## config.mk

```make
export PLATFORM = sky130hd
export DESIGN_NAME = decl_check
export DESIGN_NICKNAME = d
export VERILOG_FILES = /design/src/rtl/decl_check.sv
export SDC_FILE = /design/constraint.sdc
export NUM_CORES = 1
export LEC_CHECK = 0
export ABC_AREA = 0
export CORE_AREA = 4 4 79 81
export DETAILED_ROUTE_END_ITERATION = 8
export DIE_AREA = 0 0 83 85
export PLACE_DENSITY = 0.73
export SLEW_MARGIN = 20
export SYNTH_ARGS = -nofsm -noshare
export SYNTH_HDL_FRONTEND = slang
export SYNTH_SLANG_ARGS = --single-unit
export TNS_END_PERCENT = 10
```

## constraint.sdc

```tcl
create_clock -name clk -period 7.9 [get_ports clk]
set_input_delay 0.79 -clock clk [delete_from_list [all_inputs] [get_ports clk]]
set_output_delay 0.79 -clock clk [all_outputs]
set_load 0.01 [all_outputs]
```

## src/rtl/decl_check.sv

```systemverilog
// decl_check: byte-serial checker for C-style declarations "type id {, id} ;".
// Optional feature macro DECL_CHECK_ARRAY_EN: accept "[digits]" suffixes after identifiers.
module decl_check #(
  parameter logic [2:0] KW_MASK    = 3'b111,
  parameter int         MAX_ID_LEN = 8,
  parameter int         MAX_VARS   = 7,
  parameter int         CNT_W      = 8,
  localparam int        VW         = $clog2(MAX_VARS + 1)
) (
  input  logic             clk,
  input  logic             reset,
  input  logic [7:0]       in,
  input  logic             in_valid,
  output logic             out,
  output logic [VW-1:0]    var_count,
  output logic [1:0]       type_id,
  output logic [CNT_W-1:0] stmt_count
);

`ifdef DECL_CHECK_ARRAY_EN
  typedef enum logic [3:0] {
    S_IDLE    = 4'd0,
    S_KW      = 4'd1,
    S_KW_WS   = 4'd2,
    S_ID      = 4'd3,
    S_ID_WS   = 4'd4,
    S_SEP     = 4'd5,
    S_ERR     = 4'd6,
    S_ARR_NUM = 4'd7,
    S_ARR_DIG = 4'd8,
    S_ARR_END = 4'd9
  } state_t;
  localparam logic [7:0] CH_LBR = 8'h5B;
  localparam logic [7:0] CH_RBR = 8'h5D;
`else
  typedef enum logic [2:0] {
    S_IDLE  = 3'd0,
    S_KW    = 3'd1,
    S_KW_WS = 3'd2,
    S_ID    = 3'd3,
    S_ID_WS = 3'd4,
    S_SEP   = 3'd5,
    S_ERR   = 3'd6
  } state_t;
`endif

  localparam logic [7:0] CH_SEMI  = 8'h3B;
  localparam logic [7:0] CH_COMMA = 8'h2C;

  state_t       state_r;
  logic [1:0]   kw_r;
  logic [4:0]   len_r;
  logic [VW-1:0] vars_r;
  logic [2:0]   clash_r;
  logic [2:0]   start_mask_s;
  logic [2:0]   ext_mask_s;
  logic         clash_s;
  logic         term_s;

  function automatic logic is_ws(input logic [7:0] c);
    return (c == 8'h20) || (c == 8'h09);
  endfunction

  function automatic logic is_digit(input logic [7:0] c);
    return (c >= 8'h30) && (c <= 8'h39);
  endfunction

  function automatic logic is_id_start(input logic [7:0] c);
    return ((c >= 8'h41) && (c <= 8'h5A)) || ((c >= 8'h61) && (c <= 8'h7A)) || (c == 8'h5F);
  endfunction

  function automatic logic is_id_char(input logic [7:0] c);
    return is_id_start(c) || is_digit(c);
  endfunction

  // Keyword k spelled out: 0 "int", 1 "char", 2 "long".
  function automatic logic [7:0] kw_char(input logic [1:0] k, input logic [2:0] p);
    logic [7:0] c;
    case ({k, p})
      5'b00_000: c = 8'h69;
      5'b00_001: c = 8'h6E;
      5'b00_010: c = 8'h74;
      5'b01_000: c = 8'h63;
      5'b01_001: c = 8'h68;
      5'b01_010: c = 8'h61;
      5'b01_011: c = 8'h72;
      5'b10_000: c = 8'h6C;
      5'b10_001: c = 8'h6F;
      5'b10_010: c = 8'h6E;
      5'b10_011: c = 8'h67;
      default:   c = 8'h00;
    endcase
    return c;
  endfunction

  function automatic logic [4:0] kw_len(input logic [1:0] k);
    logic [4:0] n;
    case (k)
      2'd0:    n = 5'd3;
      2'd1:    n = 5'd4;
      2'd2:    n = 5'd4;
      default: n = 5'd0;
    endcase
    return n;
  endfunction

  // Keyword candidates for a new word, and the shadow matcher that flags identifiers equal to a keyword.
  always_comb begin
    start_mask_s = 3'b000;
    ext_mask_s   = 3'b000;
    clash_s      = 1'b0;
    for (int k = 0; k < 3; k++) begin
      start_mask_s[k] = KW_MASK[k] && (in == kw_char(2'(k), 3'd0));
      ext_mask_s[k]   = clash_r[k] && (len_r < kw_len(2'(k))) && (in == kw_char(2'(k), len_r[2:0]));
      clash_s         = clash_s || (clash_r[k] && (len_r == kw_len(2'(k))));
    end
  end

  // A ';' closes a valid statement only from a completed identifier that is not a keyword.
  always_comb begin
    term_s = 1'b0;
    if (in_valid && (in == CH_SEMI)) begin
      case (state_r)
        S_ID:      term_s = !clash_s;
        S_ID_WS:   term_s = 1'b1;
`ifdef DECL_CHECK_ARRAY_EN
        S_ARR_END: term_s = 1'b1;
`endif
        default:   term_s = 1'b0;
      endcase
    end else begin
      term_s = 1'b0;
    end
  end

  // Statement FSM with registered result outputs.
  always_ff @(posedge clk) begin
    if (reset) begin
      state_r    <= S_IDLE;
      kw_r       <= 2'd0;
      len_r      <= 5'd0;
      vars_r     <= VW'(1'b0);
      clash_r    <= 3'b000;
      out        <= 1'b0;
      var_count  <= VW'(1'b0);
      type_id    <= 2'd0;
      stmt_count <= CNT_W'(1'b0);
    end else begin
      out <= term_s;
      if (term_s) begin
        var_count <= vars_r;
        type_id   <= kw_r;
        if (!(&stmt_count)) begin
          stmt_count <= stmt_count + CNT_W'(1'b1);
        end else begin
          stmt_count <= stmt_count;
        end
      end
      if (in_valid) begin
        case (state_r)
          S_IDLE: begin
            if (start_mask_s[0]) begin
              state_r <= S_KW; kw_r <= 2'd0; len_r <= 5'd1;
            end else if (start_mask_s[1]) begin
              state_r <= S_KW; kw_r <= 2'd1; len_r <= 5'd1;
            end else if (start_mask_s[2]) begin
              state_r <= S_KW; kw_r <= 2'd2; len_r <= 5'd1;
            end else if (is_ws(in) || (in == CH_SEMI)) begin
              state_r <= S_IDLE;
            end else begin
              state_r <= S_ERR;
            end
          end
          S_KW: begin
            if (in == CH_SEMI) begin
              state_r <= S_IDLE;
            end else if ((len_r < kw_len(kw_r)) && (in == kw_char(kw_r, len_r[2:0]))) begin
              len_r <= len_r + 5'd1;
            end else if (is_ws(in) && (len_r == kw_len(kw_r))) begin
              state_r <= S_KW_WS;
            end else begin
              state_r <= S_ERR;
            end
          end
          S_KW_WS: begin
            if (in == CH_SEMI) begin
              state_r <= S_IDLE;
            end else if (is_ws(in)) begin
              state_r <= S_KW_WS;
            end else if (is_id_start(in)) begin
              state_r <= S_ID;
              len_r   <= 5'd1;
              vars_r  <= VW'(1'b1);
              clash_r <= start_mask_s;
            end else begin
              state_r <= S_ERR;
            end
          end
          S_ID: begin
            if (in == CH_SEMI) begin
              state_r <= S_IDLE;
            end else if (is_id_char(in)) begin
              if (len_r == 5'(MAX_ID_LEN)) begin
                state_r <= S_ERR;
              end else begin
                len_r   <= len_r + 5'd1;
                clash_r <= ext_mask_s;
              end
            end else if (is_ws(in)) begin
              state_r <= clash_s ? S_ERR : S_ID_WS;
            end else if (in == CH_COMMA) begin
              state_r <= clash_s ? S_ERR : S_SEP;
`ifdef DECL_CHECK_ARRAY_EN
            end else if (in == CH_LBR) begin
              state_r <= clash_s ? S_ERR : S_ARR_NUM;
`endif
            end else begin
              state_r <= S_ERR;
            end
          end
`ifdef DECL_CHECK_ARRAY_EN
          S_ID_WS, S_ARR_END: begin
`else
          S_ID_WS: begin
`endif
            if (in == CH_SEMI) begin
              state_r <= S_IDLE;
            end else if (is_ws(in)) begin
              state_r <= S_ID_WS;
            end else if (in == CH_COMMA) begin
              state_r <= S_SEP;
            end else begin
              state_r <= S_ERR;
            end
          end
          S_SEP: begin
            if (in == CH_SEMI) begin
              state_r <= S_IDLE;
            end else if (is_ws(in)) begin
              state_r <= S_SEP;
            end else if (is_id_start(in)) begin
              if (vars_r == VW'(MAX_VARS)) begin
                state_r <= S_ERR;
              end else begin
                state_r <= S_ID;
                len_r   <= 5'd1;
                vars_r  <= vars_r + VW'(1'b1);
                clash_r <= start_mask_s;
              end
            end else begin
              state_r <= S_ERR;
            end
          end
`ifdef DECL_CHECK_ARRAY_EN
          S_ARR_NUM: begin
            if (in == CH_SEMI) begin
              state_r <= S_IDLE;
            end else if (is_digit(in)) begin
              state_r <= S_ARR_DIG;
            end else begin
              state_r <= S_ERR;
            end
          end
          S_ARR_DIG: begin
            if (in == CH_SEMI) begin
              state_r <= S_IDLE;
            end else if (is_digit(in)) begin
              state_r <= S_ARR_DIG;
            end else if (in == CH_RBR) begin
              state_r <= S_ARR_END;
            end else begin
              state_r <= S_ERR;
            end
          end
`endif
          S_ERR: begin
            state_r <= (in == CH_SEMI) ? S_IDLE : S_ERR;
          end
          default: begin
            state_r <= S_IDLE;
          end
        endcase
      end
    end
  end

endmodule

```

==> impl_results.rst, run 1 <==
.. list-table::
   :header-rows: 1

   * - Metric
     - Value
   * - Result of the run
     - completed
   * - Worst relative slew slack
     - 51.8%
   * - Reg-to-reg endpoint
     - len_r[3]
   * - # clock sinks
     - 30
   * - RSZ-0062 raised after global routing
     - no
   * - Highest Clock Rate
     - 0.291 GHz
   * - DRC violation count after routing
     - 0
   * - CTS Buf Count
     - 5
   * - Critical path buffers and inverters
     - 1
   * - Lkg Pwr
     - 1.09 nW
   * - Flip-flop and latch count after synthesis
     - 30
   * - Final Hold Vio Count
     - 0
   * - PnR worst setup slack
     - 4460 ps
   * - Gates resized, CTS repair
     - 0
   * - Floorplan die height
     - 85 um
   * - Slowest Stage Delay on Critical Path
     - 860 ps
   * - Routability cong.
     - 0.893
   * - Clock tree from TritonCTS
     - done
   * - Worst Hold End
     - var_count[2]
   * - IO Count
     - 25
   * - Antenna cells
     - 0
   * - Final number of setup-violating endpoints
     - 0
   * - Tightest Pin Transition
     - 722 ps
   * - Via density per instance
     - 6.39
   * - Final setup skew
     - 8.12 ps
   * - Type of the setup path with the least slack
     - primary input to flop
   * - Final std cells w/o fill
     - 425
   * - Core outline area
     - 5470 um2
   * - Worst r2r path cells
     - 9
   * - Buffer cell driving the clock tree root
     - clkbuf_8
   * - Share of the yosys chip area belonging to registers
     - 22.3%
   * - Die span in x
     - 83 um
   * - Data arrival time of the critical path
     - 3610 ps
   * - Data required time of the critical path
     - 8070 ps
   * - Inst Count DP
     - 417
   * - Synth Area per Inst
     - 7.77 um2
   * - Pre-Repair DR Iteration Count
     - 5
   * - R2R Path Start
     - len_r[0]
   * - Pwr Total
     - 0.375 mW
   * - Most frequently used flop master after synthesis
     - dfxtp_1
   * - Fraction of registers with async set/reset
     - 0%
   * - Number of core rows
     - 27
   * - Cell area after synthesis
     - 2690 um2
   * - Maximum number of pins on one net before global-route repair
     - 32
   * - Kind of cell adding the most delay to the critical path
     - simple AND/OR/NAND/NOR gates
   * - Setup_tns
     - 0 ps
   * - Critical Path Fanout Max
     - 16
   * - DPL Wire Length
     - 5.20 mm
   * - Final Slew Violations
     - 0
   * - Layout Cell Area excl Fill
     - 3000 um2
   * - Critical path's slowest cell
     - clkdlybuf4s50_1
   * - Aggregate global-route resource usage
     - 20.6%
   * - Share of final-layout standard cells stronger than drive strength 1
     - 7.93%
   * - Final routed wirelength across all metal layers
     - 7.27 mm
   * - Launching instance or port of the critical path
     - in[2]
   * - Maximum level of the CTS H-tree
     - 2
   * - First-pass GRT wire length
     - 12.2 mm
   * - Die area
     - 7060 um2
   * - VDD IR-drop max
     - 113 uV
   * - Number of global-route vias before repair
     - 2428
   * - Worst slack at placement
     - 4290 ps
   * - R2R Setup Slk
     - 4830 ps
   * - Category of the worst setup path launch point
     - primary input
   * - Ratio of total power to cell area
     - 125 nW/um2
   * - Number of antenna violations at the first check in global routing
     - 0
   * - Aggregate global routing overflow
     - 0
   * - Count of cells along the worst hold path
     - 2
   * - Max Cap Violations
     - 0
   * - Number of flops mapped to enable cells by yosys
     - 0
   * - Post-cts hold buffer count
     - 0
   * - CTS clk-pin slew, worst paths
     - 70 ps
   * - Avg WL per Cell
     - 17.1 um
   * - CP endpoint kind
     - flop
   * - Number of distinct library cell variants in the gate-level netlist after synthesis
     - 65
   * - Clk_lat worst skew
     - 280 ps
   * - Number of buffers inserted by port buffering
     - 24
   * - Number of synthesis warnings
     - 0
   * - Post-Route Utilization
     - 54.8%
   * - Number of routed nets with antenna violations
     - 0
   * - Min Clock Period, post-route
     - 3440 ps
   * - Initial Utilization
     - 49.1%
   * - Number of violations reported at the end of detailed-routing iteration 0
     - 376
   * - Post-Synthesis Cells
     - 346
   * - Detailed-route via count
     - 2717
   * - Worst path cell trace
     - clkdlybuf4s50_1 -> nor4bb_1 -> a21oi_1 -> nor3_1 -> nor3_1 -> nor3_2 -> nand3_1 -> a32o_1
   * - Area post-placement
     - 2910 um2
   * - Net count of the mapped netlist
     - 371
   * - Hold Crit Class
     - flop to flop
   * - Final period util
     - 43.5%
   * - Beginning of the worst hold path
     - var_count[2]
   * - Maximum count of clock buffers along a single path
     - 2
   * - # nets final
     - 377
   * - Post-CTS setup repair buffer count
     - 0
   * - Worst Hold Slack
     - 498 ps
   * - Most frequent cell on the critical path
     - nor3_1
   * - Relative area change from synthesis to final layout
     - 11.6%
## sequential cells by signal (all words and copies together), names as in the netlist
name,cells
stmt_count,8
len_r,5
clash_r,3
state_r,3
var_count,3
vars_r,3
kw_r,2
type_id,2
out,1
## layer usage
metal	wire length (um)	share of wire, %	up-vias	global-route usage [%]
met5	0	0	-	0
met4	138	1.9	0	4.75
met3	530	7.3	20	4.76
met2	3280	45	117	31.5
met1	3320	46	1287	29.4
li1	-	-	1293	-
## report_power, final
group | internal (mW) | leakage (nW) | switching [mW] | total (mW)
combinational | 0.0341 | 0.800 | 0.0500 | 0.0841
sequential | 0.153 | 0.242 | 0.00695 | 0.160
clock | 0.0699 | 0.0472 | 0.0606 | 0.130
## worst max path at each step
| stage | slack (ps) | cells past startpoint | end |
|---|---|---|---|
| CTS | 4580 | 8 | len_r[4] |
| finish | 4460 | 8 | len_r[3] |
| floorplan | 5330 | 12 | len_r[3] |
| detailed placement | 4290 | 8 | len_r[3] |
| global route | 4310 | 8 | len_r[3] |
| global placement | 4300 | 8 | len_r[3] |
## layout by cell type (no fill, tap or decap), types with 3 or more instances in the layout
master / instances
ha_1: 14
clkdlybuf4s50_1: 24
and3_1: 6
nand3b_1: 4
o21ai_0: 14
mux2i_1: 13
o21a_1: 4
nor3_1: 14
o211ai_1: 3
nor2b_1: 10
nor4b_1: 3
clkbuf_8: 6
o22ai_1: 6
a31oi_1: 5
a32o_1: 3
or4_1: 6
xor2_1: 12
nand2_1: 17
and2_1: 3
inv_1: 13
nand4_1: 11
nor4_1: 3
o31ai_1: 3
nand3_1: 12
or2_2: 6
o32ai_1: 3
nor2_1: 35
dfxtp_1: 30
a211o_1: 3
nand2b_1: 3
a21oi_1: 14
xnor2_1: 6
## cell families after synthesis
family | after synthesis | synth area share [%]
AO/OA/AOI/OAI | 77 | 20.6
XOR/XNOR | 18 | 5.87
adder cells (fa/ha/maj) | 14 | 6.52
buffers and inverters | 39 | 6.29
flip-flops | 30 | 22.3
multiplexers | 14 | 5.26
AND/OR/NAND/NOR | 154 | 33.1
## worst min-delay path: stages, from the launching register on
cell and delay [ps]:
dfxtp_1 330, mux2i_1 70, nor2_1 70
## cell type report
cell class,instances,area (um2)
clock buffer,6,82.6
clock inverter,2,12.5
fill,534,2470
inverter,13,48.8
multi-input combinational,277,1920
sequential,30,601
tap,72,90.1
timing repair buffer,25,248
## cell usage after synthesis, types with 10 or more instances
master | n | area [um2]
nor2_1 | 35 | 131
xor2_1 | 12 | 105
inv_1 | 13 | 48.8
nand2_1 | 17 | 63.8
a21oi_1 | 14 | 70.1
ha_1 | 14 | 175
nor3_1 | 14 | 70.1
o21ai_0 | 14 | 70.1
dfxtp_1 | 30 | 601
clkbuf_1 | 16 | 60.1
nand3_1 | 12 | 60.1
nand4_1 | 11 | 68.8
mux2i_1 | 13 | 130
nor2b_1 | 10 | 62.6
(Power assumes the default switching activity.)
==> inputs of run 2 (changes only) <==
==> constraint.sdc (replaced) <==
create_clock -name clk -period 3.3 [get_ports clk]
set_input_delay 0.33 -clock clk [delete_from_list [all_inputs] [get_ports clk]]
set_output_delay 0.33 -clock clk [all_outputs]
set_load 0.01 [all_outputs]
==> run 2 against run 1 <==
Compared with the run above:
- clock power grew to 2.9 times the previous value
- worst hold slack worse by 2.9 ps
- highest routed layer unchanged
- utilization is 1.9 points higher
- global-route usage is 0.93 points higher
- power grew to 2.6 times the previous value
- register-to-register slack worse by 4300 ps
- via count is 3.4% higher
- sequential share of layout area is 0.67 points lower
- die area stayed put
- clock skew hardly changed
==> impl_results.rst, run 2 (synthesis gave the netlist of run 1 again) <==
.. list-table::
   :header-rows: 1

   * - Metric
     - Value
   * - Depth of the critical timing path with buffers and inverters included
     - 9 (was 8)
   * - RSZ-0062 raised after global routing
     - no (unchanged)
   * - Most frequent cells in the layout
     - nor2_1, dfxtp_1, clkdlybuf4s50_1 (unchanged)
   * - Gates resized, CTS repair
     - 0 (unchanged)
   * - Initial Utilization
     - 49.1% (unchanged)
   * - Number of violations reported at the end of detailed-routing iteration 0
     - 225 (was 376)
   * - Clk_lat worst skew
     - 290 ps (was 280 ps)
   * - Number of buffers inserted by port buffering
     - 24 (unchanged)
   * - Type of the setup path with the least slack
     - flop to flop (was primary input to flop)
   * - Core outline area
     - 5470 um2 (unchanged)
   * - Die span in x
     - 83 um (unchanged)
   * - Lkg Pwr
     - 1.16 nW (was 1.09 nW)
   * - Final std cells w/o fill
     - 437 (was 425)
   * - Floorplan die height
     - 85 um (unchanged)
   * - Switching component of the power
     - 0.290 mW (was 0.117 mW)
   * - Final routed wirelength across all metal layers
     - 7.63 mm (was 7.27 mm)
   * - Critical path's slowest cell
     - dfxtp_1 (was clkdlybuf4s50_1)
   * - IO Count
     - 25 (unchanged)
   * - First-pass GRT wire length
     - 12.8 mm (was 12.2 mm)
   * - Max Cap Violations
     - 0 (unchanged)
   * - VDD IR-drop max
     - 211 uV (was 113 uV)
   * - Final setup skew
     - 8.23 ps (was 8.12 ps)
   * - Maximum count of clock buffers along a single path
     - 2 (unchanged)
   * - Setup_tns
     - 0 ps (unchanged)
   * - Data arrival time of the critical path
     - 2970 ps (was 3610 ps)
   * - Top register by number of flip-flops
     - stmt_count (unchanged)
   * - DPL Wire Length
     - 5.57 mm (was 5.20 mm)
   * - CTS clk-pin slew, worst paths
     - 70 ps (about the same)
   * - Final period util
     - 84.8%
   * - Avg WL per Cell
     - 17.5 um (was 17.1 um)
   * - Inst Count DP
     - 429 (was 417)
   * - Worst path cell trace
     - inv_1 -> ha_1 -> or4bb_1 -> o211ai_1 -> o21ai_1 -> o221ai_2 -> nor3_2 -> nand3_1 -> a32o_1 (was clkdlybuf4s50_1 -> nor4bb_1 -> a21oi_1 -> nor3_1 -> nor3_1 -> nor3_2 -> nand3_1 -> a32o_1)
   * - Launching instance or port of the critical path
     - len_r[1] (was in[2])
   * - Post-Route Utilization
     - 56.7% (was 54.8%)
   * - Hold Crit Class
     - flop to flop (unchanged)
   * - Global routing met2 resource utilization
     - 34.6% (was 31.5%)
   * - Highest Clock Rate
     - 0.357 GHz
   * - # nets final
     - 389 (was 377)
   * - Final Hold Vio Count
     - 0 (unchanged)
   * - Worst relative slew slack
     - 61.0% (was 51.8%)
   * - Final Slew Violations
     - 0 (unchanged)
   * - R2R Setup Slk
     - 500 ps (was 4830 ps)
   * - Via density per instance
     - 6.43 (was 6.39)
   * - Detailed-route via count
     - 2809 (was 2717)
   * - Share of power burned in combinational logic
     - 22.5% (was 22.4%)
   * - Largest registers
     - stmt_count: 8 flops, len_r: 5 flops (unchanged)
   * - Post-cts hold buffer count
     - 0 (unchanged)
   * - Internal portion of total power
     - 0.678 mW (was 0.257 mW)
   * - Clock tree from TritonCTS
     - done (unchanged)
   * - Area post-placement
     - 3000 um2 (was 2910 um2)
   * - Critical path buffers and inverters
     - 1 (unchanged)
   * - Pre-Repair DR Iteration Count
     - 5 (unchanged)
   * - Post-CTS setup repair buffer count
     - 0 (unchanged)
   * - Maximum number of pins on one net before global-route repair
     - 19 (was 32)
   * - Part of the power in the clock network
     - 38.3% (was 34.8%)
   * - CP endpoint kind
     - flop (unchanged)
   * - Worst slack at placement
     - 404 ps (was 4290 ps)
   * - Share of final-layout standard cells stronger than drive strength 1
     - 11.0% (was 7.93%)
   * - Aggregate global-route resource usage
     - 21.5% (was 20.6%)
   * - Final number of setup-violating endpoints
     - 0 (unchanged)
   * - Setup crit end
     - len_r[4] (was len_r[3])
   * - Die area
     - 7060 um2 (unchanged)
   * - Power share of the sequential group
     - 39.2% (was 42.8%)
   * - Number of routed nets with antenna violations
     - 0 (unchanged)
   * - Worst Hold Slack
     - 495 ps (was 498 ps)
   * - Maximum level of the CTS H-tree
     - 2 (unchanged)
   * - Category of the worst setup path launch point
     - flop (was primary input)
   * - Routability cong.
     - 0.900 (was 0.893)
   * - Slowest Stage Delay on Critical Path
     - 490 ps (was 860 ps)
   * - Flip-flop count of the largest register, all copies and words added
     - 8 (unchanged)
   * - DRC violation count after routing
     - 0 (unchanged)
   * - Layout Cell Area excl Fill
     - 3100 um2 (was 3000 um2)
   * - GR met1 Demand/Resource
     - 27.4% (was 29.4%)
   * - Reg-to-reg endpoint
     - len_r[4] (was len_r[3])
   * - Switching part of the total power
     - 30.0% (was 31.3%)
   * - Kind of cell adding the most delay to the critical path
     - simple AND/OR/NAND/NOR gates (unchanged)
   * - Antenna cells
     - 0 (unchanged)
   * - Aggregate global routing overflow
     - 0 (unchanged)
   * - Result of the run
     - completed (unchanged)
   * - Pwr Total
     - 0.968 mW (was 0.375 mW)
   * - Global route hottest layer
     - met2 (unchanged)
   * - Relative area change from synthesis to final layout
     - 15.5% (was 11.6%)
   * - # clock sinks
     - 30 (unchanged)
   * - Number of antenna violations at the first check in global routing
     - 0 (unchanged)
   * - Critical Path Fanout Max
     - 12 (was 16)
   * - GR Util met3
     - 6.02% (was 4.76%)
   * - Min Clock Period, post-route
     - 2800 ps
   * - Buffer cell driving the clock tree root
     - clkbuf_8 (unchanged)
   * - Number of core rows
     - 27 (unchanged)
   * - Data required time of the critical path
     - 3470 ps (was 8070 ps)
   * - R2R Path Start
     - len_r[1] (was len_r[0])
   * - CTS Buf Count
     - 5 (unchanged)
   * - Ratio of total power to cell area
     - 312 nW/um2 (was 125 nW/um2)
   * - Number of global-route vias before repair
     - 2676 (was 2428)
   * - PnR worst setup slack
     - 501 ps (was 4460 ps)
   * - Most common cell after layout, fill and taps aside
     - nor2_1 (unchanged)
   * - Worst r2r path cells
     - 9 (unchanged)
   * - Tightest Pin Transition
     - 583 ps (was 722 ps)
## run 2: worst register-to-register path, delay by kind of cell (launching register included)
kind            cells  cell delay (ps)
simple gates        3              890
compound gates      4              800
flops               1              490
fa+ha+maj           1              360
buf+inv             1              150
## run 2: worst min-delay path by stage
stage / startpoint / to / slack (ps) / depth (start not counted)
final: var_count[2] / var_count[2] / 490 / 2
after global routing: vars_r[1] / vars_r[1] / 520 / 2
after CTS: vars_r[1] / vars_r[1] / 490 / 2
after detailed placement: vars_r[1] / vars_r[1] / 480 / 2
after global placement: var_count[1] / var_count[1] / 480 / 2
after floorplan: vars_r[1] / vars_r[1] / 460 / 2
## run 2: final cells by class
type	instances	area, um2
clock buffer	5	68.8
clock inverter	3	40.0
fill	512	2370
inverter	13	48.8
multi-input combinational	277	1920
sequential	30	601
tap	72	90.1
timing repair buffer	37	338
## run 2: metal layers
| metal | part of all wire (%) | wire (um) |
|---|---|---|
| met3 | 8.6 | 653 |
| met4 | 2.4 | 184 |
| met1 | 42 | 3240 |
| met5 | 0 | 0 |
| met2 | 47 | 3560 |
## run 2: power by group through the flow
stage	clock network [mW]	registers (mW)	logic (mW)
after floorplan	0	0.378	0.162
after global placement	0	0.386	0.206
after detailed placement	0	0.386	0.210
after CTS	0.376	0.378	0.212
after global routing	0.392	0.380	0.237
final	0.371	0.379	0.218
